<file path="src/rtl/rename_regfile.sv">
// rename_regfile: architectural register file with rename tracking.
// Holds committed values plus a busy bit and producing ROB tag per
// register. Accepts two in-order commits and one rename per cycle and
// a flush. It serves two operand lookups with commit and ROB forwarding.
// It also keeps a registered count of busy registers.
module rename_regfile #(
   parameter int XLEN    = 32,
   parameter int NREG    = 32,
   parameter int ROB_BIT = 4,
   localparam int IDX    = $clog2(NREG),
   localparam int CNT    = IDX + 1
) (
   input  logic                clk_in,
   input  logic                rst_in,
   input  logic                rdy_in,
   input  logic                flush_in,
   input  logic                cm0_valid,
   input  logic [IDX-1:0]      cm0_rd,
   input  logic [XLEN-1:0]     cm0_data,
   input  logic [ROB_BIT-1:0]  cm0_tag,
   input  logic                cm1_valid,
   input  logic [IDX-1:0]      cm1_rd,
   input  logic [XLEN-1:0]     cm1_data,
   input  logic [ROB_BIT-1:0]  cm1_tag,
   input  logic                is_valid,
   input  logic [IDX-1:0]      is_rd,
   input  logic [ROB_BIT-1:0]  is_tag,
   input  logic [IDX-1:0]      src1_id,
   input  logic [IDX-1:0]      src2_id,
   output logic [XLEN-1:0]     src1_val,
   output logic [XLEN-1:0]     src2_val,
   output logic                src1_busy,
   output logic                src2_busy,
   output logic [ROB_BIT-1:0]  src1_tag,
   output logic [ROB_BIT-1:0]  src2_tag,
   output logic [ROB_BIT-1:0]  rob_q1_tag,
   output logic [ROB_BIT-1:0]  rob_q2_tag,
   input  logic                rob_q1_ready,
   input  logic                rob_q2_ready,
   input  logic [XLEN-1:0]     rob_q1_value,
   input  logic [XLEN-1:0]     rob_q2_value,
   output logic [CNT-1:0]      busy_count,
   output logic                all_clean
);

   // Architectural state
   logic [XLEN-1:0]    r_val [NREG];
   logic [NREG-1:0]    r_busy;
   logic [ROB_BIT-1:0] r_tag [NREG];
   logic [CNT-1:0]     r_busy_count;

   // Next-state values computed per register
   logic [XLEN-1:0]    w_val_next [NREG];
   logic [NREG-1:0]    w_busy_next;
   logic [ROB_BIT-1:0] w_tag_next [NREG];
   logic [CNT-1:0]     w_count_next;

   // Per-register update rules: the younger commit port overrides the
   // older one on the value. A rename overrides a tag-matching commit
   // clear. A flush drops every pending rename, including this cycle's.
   for (genvar gi = 0; gi < NREG; gi++) begin : g_reg
      if (gi == 0) begin : g_zero
         assign w_val_next[gi]  = '0;
         assign w_busy_next[gi] = 1'b0;
         assign w_tag_next[gi]  = '0;
      end else begin : g_arch
         logic w_cm0_hit;
         logic w_cm1_hit;
         logic w_is_hit;
         logic w_clear;

         assign w_cm0_hit = cm0_valid && (cm0_rd == IDX'(gi));
         assign w_cm1_hit = cm1_valid && (cm1_rd == IDX'(gi));
         assign w_is_hit  = is_valid && (is_rd == IDX'(gi)) && !flush_in;
         assign w_clear   = (w_cm0_hit && (cm0_tag == r_tag[gi])) ||
                            (w_cm1_hit && (cm1_tag == r_tag[gi]));

         assign w_val_next[gi]  = w_cm1_hit ? cm1_data :
                                  w_cm0_hit ? cm0_data : r_val[gi];
         assign w_busy_next[gi] = flush_in ? 1'b0 :
                                  w_is_hit ? 1'b1 :
                                  w_clear  ? 1'b0 : r_busy[gi];
         assign w_tag_next[gi]  = flush_in ? '0 :
                                  w_is_hit ? is_tag :
                                  w_clear  ? '0 : r_tag[gi];
      end
   end

   // Population count of the next busy vector, so the counter can never drift
   always_comb begin
      w_count_next = '0;
      for (int i = 0; i < NREG; i++) begin
         w_count_next = w_count_next + CNT'(w_busy_next[i]);
      end
   end

   // State registers; rdy_in low freezes everything
   always_ff @(posedge clk_in or posedge rst_in) begin
      if (rst_in) begin
         for (int i = 0; i < NREG; i++) begin
            r_val[i] <= '0;
            r_tag[i] <= '0;
         end
         r_busy       <= '0;
         r_busy_count <= '0;
      end else if (rdy_in) begin
         for (int i = 0; i < NREG; i++) begin
            r_val[i] <= w_val_next[i];
            r_tag[i] <= w_tag_next[i];
         end
         r_busy       <= w_busy_next;
         r_busy_count <= w_count_next;
      end
   end

   // Lookup port inputs gathered into arrays
   logic [IDX-1:0]     w_sid     [2];
   logic               w_rob_rdy [2];
   logic [XLEN-1:0]    w_rob_val [2];
   logic [XLEN-1:0]    w_src_val  [2];
   logic               w_src_busy [2];
   logic [ROB_BIT-1:0] w_src_tag  [2];
   logic [ROB_BIT-1:0] w_raw_tag  [2];

   assign w_sid[0]     = src1_id;
   assign w_sid[1]     = src2_id;
   assign w_rob_rdy[0] = rob_q1_ready;
   assign w_rob_rdy[1] = rob_q2_ready;
   assign w_rob_val[0] = rob_q1_value;
   assign w_rob_val[1] = rob_q2_value;

   // Operand lookup: the younger commit is checked first, then the older
   // one, then the ROB. This cycle's rename is deliberately not visible.
   always_comb begin
      for (int p = 0; p < 2; p++) begin
         w_raw_tag[p]  = r_tag[w_sid[p]];
         w_src_val[p]  = '0;
         w_src_busy[p] = 1'b0;
         w_src_tag[p]  = '0;
         if (w_sid[p] != '0) begin
            if (!r_busy[w_sid[p]]) begin
               w_src_val[p] = r_val[w_sid[p]];
            end else if (cm1_valid && (cm1_rd == w_sid[p]) &&
                         (cm1_tag == r_tag[w_sid[p]])) begin
               w_src_val[p] = cm1_data;
            end else if (cm0_valid && (cm0_rd == w_sid[p]) &&
                         (cm0_tag == r_tag[w_sid[p]])) begin
               w_src_val[p] = cm0_data;
            end else if (w_rob_rdy[p]) begin
               w_src_val[p] = w_rob_val[p];
            end else begin
               w_src_busy[p] = 1'b1;
               w_src_tag[p]  = r_tag[w_sid[p]];
            end
         end
      end
   end

   assign src1_val   = w_src_val[0];
   assign src2_val   = w_src_val[1];
   assign src1_busy  = w_src_busy[0];
   assign src2_busy  = w_src_busy[1];
   assign src1_tag   = w_src_tag[0];
   assign src2_tag   = w_src_tag[1];
   assign rob_q1_tag = w_raw_tag[0];
   assign rob_q2_tag = w_raw_tag[1];

   assign busy_count = r_busy_count;
   assign all_clean  = (r_busy_count == '0);

endmodule

</file>
<file path="config.mk">
export PLATFORM = sky130hd
export DESIGN_NAME = rename_regfile
export DESIGN_NICKNAME = d
export VERILOG_FILES = /design/src/rtl/rename_regfile.sv
export SDC_FILE = /design/constraint.sdc
export NUM_CORES = 2
export LEC_CHECK = 0
export BUFFER_PORTS_ARGS = -buffer_cell sky130_fd_sc_hd__buf_2
export CORE_ASPECT_RATIO = 1.25
export CORE_MARGIN = 4
export CORE_UTILIZATION = 55
export CTS_CLUSTER_SIZE = 12
export DETAILED_ROUTE_END_ITERATION = 10
export PLACE_DENSITY_LB_ADDON = 0.08
export RECOVER_POWER = 50
export SYNTH_ARGS = -nofsm -noshare
export SYNTH_HDL_FRONTEND = slang
export SYNTH_SLANG_ARGS = --single-unit
</file>
<file path="constraint.sdc">
create_clock -name clk_in -period 81.5 [get_ports clk_in]
set_input_delay 4.075 -clock clk_in [delete_from_list [all_inputs] [get_ports clk_in]]
set_output_delay 4.075 -clock clk_in [all_outputs]
set_load 0.005 [all_outputs]
</file>
==> Yosys cells after proc, flatten, opt, wreduce, memory -nomap -nowiden <==
Index checks and enable logic that the tools add are counted.
{ "totals": {"ff_bits": 1153, "inputBits": 174, "output_inout_bits": 89, "word_cells": 910} }
{ "classes": {"n_addsub": 30, "magnitude_cmp": 4, "eq_ne": 163, "n_mux": 294, "bitwise": 2, "n_reduce_logical": 353} }
{ "ops": {"columns": ["op", "n"], "rows": [
  ["32-bit two-way mux", 76],
  ["4-bit two-way mux", 107],
  ["32-bit binary-select mux with 5-bit select", 2],
  ["4-bit == test", 66],
  ["5-bit == test, second input constant", 48],
  ["1-bit logical AND", 194],
  ["6-bit by 1-bit adder with 6-bit output", 25],
  ["2-bit AND reduction", 62],
  ["5-bit by 4-bit == test with 1-bit output, second input constant", 24],
  ["1-bit two-way mux", 105],
  ["3-bit nonzero test", 31],
  ["2-bit nonzero test", 31],
  ["5-bit by 3-bit == test with 1-bit output, second input constant", 12],
  ["4-bit binary-select mux with 5-bit select", 2],
  ["1-bit logical OR", 31],
  ["5-bit by 2-bit == test with 1-bit output, second input constant", 6],
  ["5-bit == test", 4],
  ["5-bit by 1-bit == test with 1-bit output, second input constant", 3],
  ["6-bit >= comparator, second input constant", 2],
  ["5-bit by 6-bit less-than comparator with 1-bit output, second input constant", 2],
  ["5-bit inverter with 6-bit output", 2],
  ["1-bit binary-select mux with 5-bit select", 2],
  ["5-bit nonzero test", 2],
  ["5-bit by 1-bit adder with 6-bit output", 1],
  ["other kinds (6)", 6]
]} }

==> Depth between registers and ports, before layout <==
{ "logic_depth": {"ltp_word": 37, "ltp_mapped": 24, "ltp_nobuf": 23} }

==> Least setup slack after synthesis <==
Ideal clock, no wire load.
{ "synth_path": {"kind": "input port to output port", "from": "input src1_id[0]", "to": "output src1_val[24]", "arrival_ns": 6.922, "path_slack_ns": 70.504, "stages": 13, "n_path_buf": 8, "cell_sequence": "buf_6 -> buf_4 -> buf_4 -> buf_4 -> buf_2 -> buf_2 -> buf_2 -> buf_2 -> mux4_2 -> mux4_2 -> nor2_1 -> nor3_1 -> a221o_1"} }
{ "synth_between": {"elab_chain_cells": 10} }
{ "synth_lines": {"columns": ["item", "line", "source"], "rows": [
  ["start, declared", "28", "input logic [IDX-1:0] src1_id,"],
  ["5-bit inverter with 6-bit output (implied by the code)", "142, 144, 147", null],
  ["4-bit binary-select mux with 5-bit select", "144, 147", null],
  ["4-bit two-way mux (implied by the code) (2 in a row)", "144, 147", null],
  ["4-bit == test", "147", "(cm0_tag == r_tag[w_sid[p]])) begin"],
  ["1-bit logical AND", "146", "end else if (cm0_valid && (cm0_rd == w_sid[p]) &&"],
  ["32-bit two-way mux", "146", null],
  ["32-bit two-way mux", "143", "end else if (cm1_valid && (cm1_rd == w_sid[p]) &&"],
  ["32-bit two-way mux", "141", "if (!r_busy[w_sid[p]]) begin"],
  ["32-bit two-way mux (*)", "140", "if (w_sid[p] != '0) begin"],
  ["end, declared", "30", "output logic [XLEN-1:0] src1_val,"]
]} }
Mark *: on every way between the ends. The rest lies on a longest branch, timed or not. The select of a mux whose other input is x is not followed.

==> Final worst setup path <==
{ "layout_path": {"from": "input src2_id[3]", "to": "output src2_busy"} }
{ "layout_between": {"elab_chain_cells": 10} }
{ "layout_lines": {"columns": ["item", "line", "source"], "rows": [
  ["start, declared", "29", "input logic [IDX-1:0] src2_id,"],
  ["5-bit inverter with 6-bit output (implied by the code)", "144, 147", null],
  ["4-bit binary-select mux with 5-bit select", "144, 147", null],
  ["4-bit two-way mux (implied by the code) (2 in a row)", "144, 147", null],
  ["4-bit == test", "147", null],
  ["1-bit logical AND", "146", null],
  ["1-bit two-way mux", "146", null],
  ["1-bit two-way mux", "143", null],
  ["1-bit two-way mux", "141", null],
  ["1-bit two-way mux (*)", "140", null],
  ["end, declared", "33", "output logic src2_busy,"]
]} }
Marks and branches as above.

==> out/metrics.cfg <==
[setup_path]
critPathLaunchType = input pin
rrSetupSlack_ns = 74.65
cp_data_arrival_time_ns = 9.77
cp_cell_sequence = buf_6, buf_4, buf_4, nand2b_1, o22ai_1, a221oi_1, a21oi_1, xnor2_1, nand2_1, or4_2, buf_4, nor2b_4, buf_4, and3b_1, buf_2
cp_common_cell = buf_4
path_max_fanout = 36
path_buf_inv = 6
end_kind = primary output
critical_path_class = input pin to primary output
critPathRequiredTime_ns = 77.43
path_delay_family = buffers and inverters
crit_path_max_incr_delay_ns = 0.80
crit_slowest_cell = buf_4

[final_layout]
layout-drive-gt1-share = 0.170
fillers = 11800
post-route-util = 0.598
final_nets = 7812
syn_to_final_growth_pct = 7.60

[synthesis]
synthArstFlopShare = 1.00
yosys-top-cells-area = dfrtp_1 (37%), mux4_2 (17%), mux2i_1 (11%), o21ai_0 (7.8%), nand2_1 (6.8%)
syn_area_um2 = 77500
syn-num-nets = 8132
yosysUniqueCellTypes = 73
synth_top_area_frac = 0.372
synthTopCellsByCount = nand2_1 (1410), o21ai_0 (1209), dfrtp_1 (1153)
synthFlopType = dfrtp_1
ys_seq_area_frac = 0.372
yosysTopAreaCell = dfrtp_1
synth_most_common_cell = nand2_1
synth.ff_latch_count = 1153
syn_area_per_cell_um2 = 9.78
synth_warnings = 0
netlist_instances = 7928
synth_edf_count = 0

[sta]
worst_slack_ns = 67.66
fin_skew_ns = 0.0218
slew_headroom = -2.71
grt_setup_unrepaired = false
max_freq_mhz = 72.2
finalMaxSlewViolations = 2188
fin_crit_ns = 13.84
fin_crit_sh = 0.170
tightestPinTransition_ns = 5.53
setup_violations = 0
fin_setup_tns_ns = 0
holdWs_ns = 0.496
hold_violations = 0

[outcome]
violations = capacitance limit, slew limit
outcome = finished with violations

[clock_tree]
numCtsBuffers = 131
cts_tree = yes
root_buffer = clkbuf_16
htreeDepth = 4
hold_buffers = 0
clkLatencyLatePin_ns = 0.80
cts_sinks = 1153
cts_setup_buffers = 0
cts_resized = 0
clock_path_buffers = 3
clkSlewWorstSetupHoldPaths_ns = 0.06

[placement]
dp_slack_ns = 67.99
dp_hpwl_mm = 190
routabilityCongestion = 0.984
io_buffers = 262

[floorplan]
dieArea_um2 = 147000
num_rows = 153
ios = 263
dieHeight_um = 428
core-area_um2 = 140000
die_w_um = 344
initial_utilization = 0.556

[route]
drtIter0Drc = 8913
drtAntennaViolNets = 0
vias_per_cell = 7.03
wl_per_cell_um = 34.1
vias = 67300
first_pass_iters = 10
remaining_drc_errors = 0
wl_mm = 326

[grt]
grt_pass1_vias = 65300
grt_max_degree = 139
grt_pass1_wl_mm = 467
antenna_found_initial = 11
track_usage = 0.441
overflow = 0

[pwr]
leakagePower_nw = 36.3
p_per_area_nw_per_um2 = 21.7
finalPower_w = 0.00181
ir_drop_uv = 24.2

[min_path]
hp-class = register to register

[job]
maxCapViolCount = 49

-- state kept, by name (all words and copies together) (netlist names) --
name        flops
r_val         992
r_tag         124
r_busy         31
busy_count      6
-- worst register-to-register path, stage by stage (launching register included) --
cell and delay, ns:
dfrtp_1 0.48, xor2_1 0.20, nor4_1 0.42, nand3_1 0.14
a31oi_1 0.83, fa_1 0.57, inv_1 0.16, fa_1 0.46
fa_1 0.51, fa_1 0.43, fa_1 0.49, inv_1 0.05
fa_1 0.45, fa_1 0.44, fa_1 0.48, inv_1 0.07
a21o_1 0.10, a21oi_1 0.07, xnor2_1 0.13, mux2_2 0.26
-- area by class of cell --
type / instances / area (µm²) / share of cell area
Multi-Input combinational cell: 5823 / 45200 / 0.542
Sequential cell: 1153 / 28900 / 0.346
Clock buffer: 186 / 3820 / 0.0458
Timing Repair Buffer: 406 / 2340 / 0.0281
Tap cell: 1860 / 2330 / 0.0279
Clock inverter: 41 / 495 / 0.00594
Inverter: 93 / 357 / 0.00427
Antenna cell: 7 / 17.5 / 0.000210
-- kinds of logic after synthesis --
group / after synthesis / share of synthesized area
buffers and inverters: 952 / 0.0494
AO/OA/AOI/OAI: 1835 / 0.131
adder cells (fa/ha/maj): 30 / 0.00707
multiplexers: 1546 / 0.297
flip-flops: 1153 / 0.372
AND/OR/NAND/NOR: 2125 / 0.111
XOR/XNOR: 287 / 0.0326
-- per-layer routing --
layer	GRT usage	vias to the layer above	routed length, µm
met3	0.124	1390	38800
met2	0.648	4790	141000
met1	0.555	33400	115000
met5	0	-	21
met4	0.335	4	31000
li1	-	27700	-
-- power breakdown --
group          switching (W)  total (W)  internal, W
clock               0.000260   0.000618     0.000357
sequential         0.0000874   0.000768     0.000681
combinational       0.000224   0.000422     0.000198
total               0.000572    0.00181      0.00124
-- cells in the final DEF (no fill, tap or decap), types with 10 or more instances in the layout --
master / count
nor2_1: 432
o31ai_1: 33
fa_1: 23
and2_1: 22
nand2_1: 1392
nor3_1: 58
xor2_1: 113
o21ai_0: 1213
mux4_2: 590
clkinv_1: 16
a22o_1: 25
clkbuf_1: 69
o311ai_0: 10
nand2b_1: 11
a21oi_1: 345
a221oi_1: 35
nand2_4: 18
nor2b_1: 17
o2111ai_1: 13
a221oi_2: 18
buf_4: 110
clkbuf_8: 26
buf_2: 244
a221o_1: 18
bufinv_16: 10
dfrtp_1: 1153
nand4_1: 43
mux2i_1: 883
mux2_2: 69
xnor2_1: 172
a21o_1: 13
a22oi_1: 17
a31oi_1: 34
nand3b_1: 21
clkbuf_16: 135
clkinv_2: 25
nand3_1: 40
nor4_1: 28
inv_1: 74
-- worst paths after layout --
| kind | end | cells after the start | start |
|---|---|---|---|
| worst max-delay path | src2_busy | 15 | src2_id[3] |
| worst min-delay path | r_val[542] | 2 | r_val[542] |
| worst max register to register | busy_count[4] | 19 | r_tag[111] |
| min in group asynchronous | r_val[322] | 2 | rst_in |
| max in group asynchronous | r_val[415] | 4 | rst_in |
| worst min register to register | r_val[542] | 2 | r_val[542] |
-- stage by stage --
step | cells | area, µm²
2_1_floorplan | 7928 | 77500
3_3_place_gp | 9334 | 79500
3_5_place_dp | 9335 | 79500
4_1_cts | 9562 | 83800
5_1_grt | 9563 | 83400
6_report | 9569 | 83400
(Power assumes the default switching activity.)
